[src/rtl/trail_write_sched.sv]
// trail_write_sched: frame-tick trail-pixel writer and bulk clear engine on a req/ack SRAM write port
// Ports: Clk/Reset (sync, active-high); frame_clk (async frame clock); Game_State; Blue_X/Y, Red_X/Y;
//        clear_req (pulse); mem_ack; mem_req/mem_addr/mem_data (write port); busy; clear_done; overrun
module trail_write_sched #(
    parameter int          ROW_WORDS  = 320,
    parameter int          X_OFFSET   = 8,
    parameter logic [2:0]  PLAY_STATE = 3'b010,
    parameter logic [15:0] BLUE_DATA  = 16'h0001,
    parameter logic [15:0] RED_DATA   = 16'h0003,
    parameter logic [19:0] CLEAR_BASE = 20'd0,
    parameter logic [19:0] CLEAR_LEN  = 20'd153600
) (
    input  logic        Clk,
    input  logic        Reset,
    input  logic        frame_clk,
    input  logic [2:0]  Game_State,
    input  logic [7:0]  Blue_X,
    input  logic [7:0]  Blue_Y,
    input  logic [7:0]  Red_X,
    input  logic [7:0]  Red_Y,
    input  logic        clear_req,
    input  logic        mem_ack,
    output logic        mem_req,
    output logic [19:0] mem_addr,
    output logic [15:0] mem_data,
    output logic        busy,
    output logic        clear_done,
    output logic        overrun
);
    typedef enum logic [1:0] {IDLE, TRAIL, CLEAR} state_t;
    state_t      state, state_n;
    logic [2:0]  sync;
    logic [2:0]  idx, idx_n;
    logic [19:0] cnt, cnt_n;
    logic [7:0]  bx, by, rx, ry, bx_n, by_n, rx_n, ry_n;
    logic        pending, pending_n, clr_hold, clr_hold_n, overrun_n, done_n, start;
    logic        tick, ack, play;
    logic [7:0]  x, y;
    logic [19:0] base, addr_n;
    logic [15:0] data_n;
    // sync[1:0] is the synchronizer, sync[2] the edge register
    assign tick = sync[1] & ~sync[2];
    assign ack  = mem_req & mem_ack;
    assign play = Game_State == PLAY_STATE;
    always_comb begin
        state_n    = state;
        idx_n      = idx;
        cnt_n      = cnt;
        bx_n       = bx;
        by_n       = by;
        rx_n       = rx;
        ry_n       = ry;
        pending_n  = pending;
        clr_hold_n = clr_hold;
        overrun_n  = 1'b0;
        done_n     = 1'b0;
        start      = 1'b0;
        case (state)
            IDLE: begin
                if (clear_req) begin
                    state_n   = CLEAR;
                    cnt_n     = 20'd0;
                    pending_n = 1'b0;
                    overrun_n = tick;
                end else if ((tick | pending) && play) begin
                    start = 1'b1;
                end
            end
            TRAIL: begin
                overrun_n  = tick & pending;
                pending_n  = pending | tick;
                clr_hold_n = clr_hold | clear_req;
                // exits are decided only on an accepted write so the handshake always completes
                if (ack) begin
                    if (clr_hold_n) begin
                        state_n    = CLEAR;
                        cnt_n      = 20'd0;
                        pending_n  = 1'b0;
                        clr_hold_n = 1'b0;
                    end else if (!play) begin
                        state_n   = IDLE;
                        pending_n = 1'b0;
                    end else if (idx == 3'd7) begin
                        if (pending_n) start = 1'b1;
                        else state_n = IDLE;
                    end else begin
                        idx_n = idx + 3'd1;
                    end
                end
            end
            CLEAR: begin
                overrun_n = tick;
                if (ack) begin
                    if (cnt == CLEAR_LEN - 20'd1) begin
                        state_n = IDLE;
                        done_n  = 1'b1;
                    end else begin
                        cnt_n = cnt + 20'd1;
                    end
                end
            end
            default: state_n = IDLE;
        endcase
        if (start) begin
            state_n   = TRAIL;
            idx_n     = 3'd0;
            pending_n = 1'b0;
            bx_n      = Blue_X;
            by_n      = Blue_Y;
            rx_n      = Red_X;
            ry_n      = Red_Y;
        end
    end
    // address/data are formed from next-state values so the port itself is purely registered
    assign x      = idx_n[2] ? rx_n : bx_n;
    assign y      = idx_n[2] ? ry_n : by_n;
    assign base   = 20'((20'(x) + 20'(X_OFFSET)) * 2) + 20'(y) * 20'(ROW_WORDS * 4);
    assign addr_n = state_n == CLEAR ? CLEAR_BASE + cnt_n :
                    state_n == TRAIL ? base + (idx_n[0] ? 20'(ROW_WORDS) : 20'd0) + {19'd0, idx_n[1]} : 20'd0;
    assign data_n = state_n == TRAIL ? (idx_n[2] ? RED_DATA : BLUE_DATA) : 16'h0000;
    always_ff @(posedge Clk) begin
        if (Reset) begin
            state      <= IDLE;
            sync       <= 3'd0;
            idx        <= 3'd0;
            cnt        <= 20'd0;
            bx         <= 8'd0;
            by         <= 8'd0;
            rx         <= 8'd0;
            ry         <= 8'd0;
            pending    <= 1'b0;
            clr_hold   <= 1'b0;
            mem_req    <= 1'b0;
            mem_addr   <= 20'd0;
            mem_data   <= 16'h0000;
            busy       <= 1'b0;
            clear_done <= 1'b0;
            overrun    <= 1'b0;
        end else begin
            state      <= state_n;
            sync       <= {sync[1:0], frame_clk};
            idx        <= idx_n;
            cnt        <= cnt_n;
            bx         <= bx_n;
            by         <= by_n;
            rx         <= rx_n;
            ry         <= ry_n;
            pending    <= pending_n;
            clr_hold   <= clr_hold_n;
            mem_req    <= state_n != IDLE;
            mem_addr   <= addr_n;
            mem_data   <= data_n;
            busy       <= state_n != IDLE;
            clear_done <= done_n;
            overrun    <= overrun_n;
        end
    end
endmodule

[config.mk]
export PLATFORM = sky130hd
export DESIGN_NAME = trail_write_sched
export DESIGN_NICKNAME = d
export VERILOG_FILES = /design/src/rtl/trail_write_sched.sv
export SDC_FILE = /design/constraint.sdc
export NUM_CORES = 1
export LEC_CHECK = 0
export CORE_UTILIZATION = 51
export DETAILED_ROUTE_END_ITERATION = 10
export GPL_TIMING_DRIVEN = 0
export PLACE_DENSITY = 0.78
export SLEW_MARGIN = 20
export SYNTH_ARGS = -nofsm -noshare
export SYNTH_HDL_FRONTEND = slang
export SYNTH_SLANG_ARGS = --single-unit
export TNS_END_PERCENT = 1
[constraint.sdc]
create_clock -name Clk -period 4.6 [get_ports Clk]
set_input_delay 0.46 -clock Clk [delete_from_list [all_inputs] [get_ports Clk]]
set_output_delay 0.46 -clock Clk [all_outputs]
set_load 0.05 [all_outputs]
==> metrics <==
share of the synthesized area in the top cell type=38.6%; vias in the first global route=3894; Fin. Hold Viols=0; Top Ports=80; total placed cells including tap cells=717; critical path arrival=4.52 ns; Synth Area per Inst=8.44 µm²; CP cell instances=clkdlybuf4s50_1, nand2_2, o31ai_2, and4_2, clkbuf_4, nand2_1, o21ai_1, ha_1, nand3b_1, xnor2_1, fa_1, inv_1, ha_1, a21o_1, a21oi_1, nor2_1, nand2_1, xor2_1, o22ai_1; Mapped Area=4520 µm²; Synth area leaders=dfxtp_1 39%, nand2_1 7.1%, ha_1 5.8%; status=finished, final reports clean; Starting DRT DRC Count=153; post-synth top area cell=dfxtp_1; period utilisation layout=93.2%; dpl ws=-0.550 ns; Primary FF master, synth=dfxtp_1; Hold WS=0.449 ns; cts bufs inserted=9; Unique masters post-synth=58; most common cell after layout, fill and taps aside=dfxtp_1; Post-CTS Setup Bufs=0; Hold Path Cell Cnt=1; number of diodes=0; Rows=33; Peak VDD IR=0.000143 V; start point of the worst hold path=sync[0]; Worst Path Max Fanout=10; RSZ-0062 raised after global routing=no; reg2reg start=busy; Initial Util=53.9%; CTS max path bufs=2; Die Area=9240 µm²; Setup crit end kind=flop; CTS tree=done; largest net degree at the start of global routing=16; H-tree depth=3; mux contribution to synthesized area=4.68%; element type at the critical path start=input port; Synth Register Bits=87; Slew headroom=47.0%; Buf+Inv Stages, Crit Path=3; GRT Util Overall=26.0%; worst reg2reg path depth=18; PwrDens=252 nW/µm²; post-route insts no fill=732; clk sink count=87; vias per cell=5.55; Worst-path clk slew=0.09 ns; CP max stage delay=0.56 ns; gate count after technology mapping=535; clock latency on the worst-skew pair=0.36 ns; Via Count=4062; post-synthesis sequential area ratio=38.6%; reg2reg end=mem_addr[15]; Synthesis Warnings=0; internal reg-to-reg setup slack=0.48 ns; final core utilization=66.0%; Die Y=96.1 µm; die width=96.1 µm; fin crit period=4.29 ns; hold worst-path end=sync[1]; largest family of logic cells by synthesized area=simple AND/OR/NAND/NOR gates; Final setup viols=0; DR DRC count=0; P&R area growth vs syn=22.4%; asr flop ratio synth=0%; complex-gate fraction of the synthesized area=19.2%; 1st-pass router iterations=4; post-detail-place hpwl=8670 µm; adder-cell share of the synthesized area=6.70%; core box area=8380 µm²; final net count=685; first-pass GRT wire length=18300 µm; ratio of cells with drive above 1 in the final layout=8.93%; initial antenna violation count=0; Worst Clk Skew=0.00908 ns; WL per Instance=15.1 µm; measured slew at the worst slew-check pin=0.792 ns; CP Data Required Time=4.83 ns; Root Driver=clkbuf_8; Max Cap Violations=0; delay-heaviest family, CP=compound AO/OA/AOI/OAI gates; gpl congestion=0.910; Post-Route WL=11000 µm; CP Class=in2reg; Post-synth EDFFs=0; Port Buf Inserts=64; worst setup margin=0.314 ns; Highest Clock Rate=233 MHz; commonest cells after routing, fill and taps aside=87 x dfxtp_1, 85 x nand2_1, 64 x clkdlybuf4s50_1; CP max stage cell=clkdlybuf4s50_1; static leakage=2.30 nW; number of routed nets with antenna violations=0; Synth Area in XOR/XNOR=5.40%; worst min path class=reg2reg; Synth Area in Simple Gates=19.3%; Slew Viols, Final=0; Overflow after GRT=0
==> how the worst max path moves through the flow <==
stage | to | depth (start not counted) | slack, ns | start
after floorplan | mem_addr[17] | 18 | 0.42 | busy
after global placement | mem_addr[17] | 18 | -0.46 | mem_ack
after detailed placement | mem_addr[17] | 18 | -0.55 | mem_ack
after CTS | mem_addr[15] | 20 | 0.01 | mem_ack
after global routing | mem_addr[17] | 18 | 0.06 | mem_ack
final | mem_addr[15] | 19 | 0.31 | mem_ack
==> cell type report <==
type                    count  area [µm²]
flip-flops and latches     87        1740
well taps                 105         131
clock buffers              10         138
repair buffers             64         641
inverters                  13        48.8
clock inverters             6        45.0
fillers                   730        2850
multi-input cells         409        2560
plain buffers              38         226
==> report_power, final <==
part	switching, mW	internal [mW]
logic	0.0783	0.0544
clock network	0.290	0.213
registers	0.00298	0.756
==> cell families after synthesis <==
family / count (synthesis)
adder cells (fa/ha/maj): 23
other: 1
AO/OA/AOI/OAI: 144
buffers and inverters: 52
XOR/XNOR: 27
multiplexers: 20
flip-flops: 87
AND/OR/NAND/NOR: 181
==> metal layers <==
| metal | track usage, % | up-vias | part of all wire [%] |
|---|---|---|---|
| met5 | 0 | - | 0 |
| met4 | 11.9 | 0 | 2.7 |
| met3 | 3.24 | 23 | 5.1 |
| met2 | 43.2 | 139 | 48 |
| met1 | 33.4 | 1872 | 44 |
| li1 | - | 2028 | - |
==> timing repair <==
| action | in CTS | in global routing |
|---|---|---|
| gates resized for setup | 2 | 4 |
| hold buffers | 0 | 0 |
| endpoints found under the setup margin | 5 | 7 |
==> flip-flops by register name (all words and copies together) (netlist names) <==
signal / cells
cnt: 20
mem_addr: 20
bx: 8
by: 8
rx: 8
ry: 8
idx: 3
sync: 3
mem_data: 2
state: 2
busy: 1
clear_done: 1
clr_hold: 1
overrun: 1
pending: 1
==> synthesized netlist by cell type (5+ instances only) <==
master and number:
buf_2 6, ha_1 21, nand3_1 18, buf_4 15, mux2i_1 17, nor2_1 22, a31oi_1 5, nand2_1 86
o22ai_1 9, clkbuf_1 12, nor3_1 6, a21o_1 12, xnor2_1 13, o21ai_1 28, nor2b_1 10, dfxtp_1 87
a21oi_1 49, o21a_1 5, xor2_1 13, o21ai_0 9, inv_1 9, a22o_1 5, o31ai_1 5, nand4_1 9
and3_1 6
==> per-stage QoR <==
step / TNS, ns / cell area (µm²) / power, mW
detailed placement: -3.00 / 5340 / 0.908
global placement: -2.49 / 5340 / 0.907
global route: 0 / 5530 / 1.45
floorplan: 0 / 4570 / 0.855
finish: 0 / 5530 / 1.39
CTS: 0 / 5520 / 1.40
No activity file was read; power rests on OpenSTA's default activity.
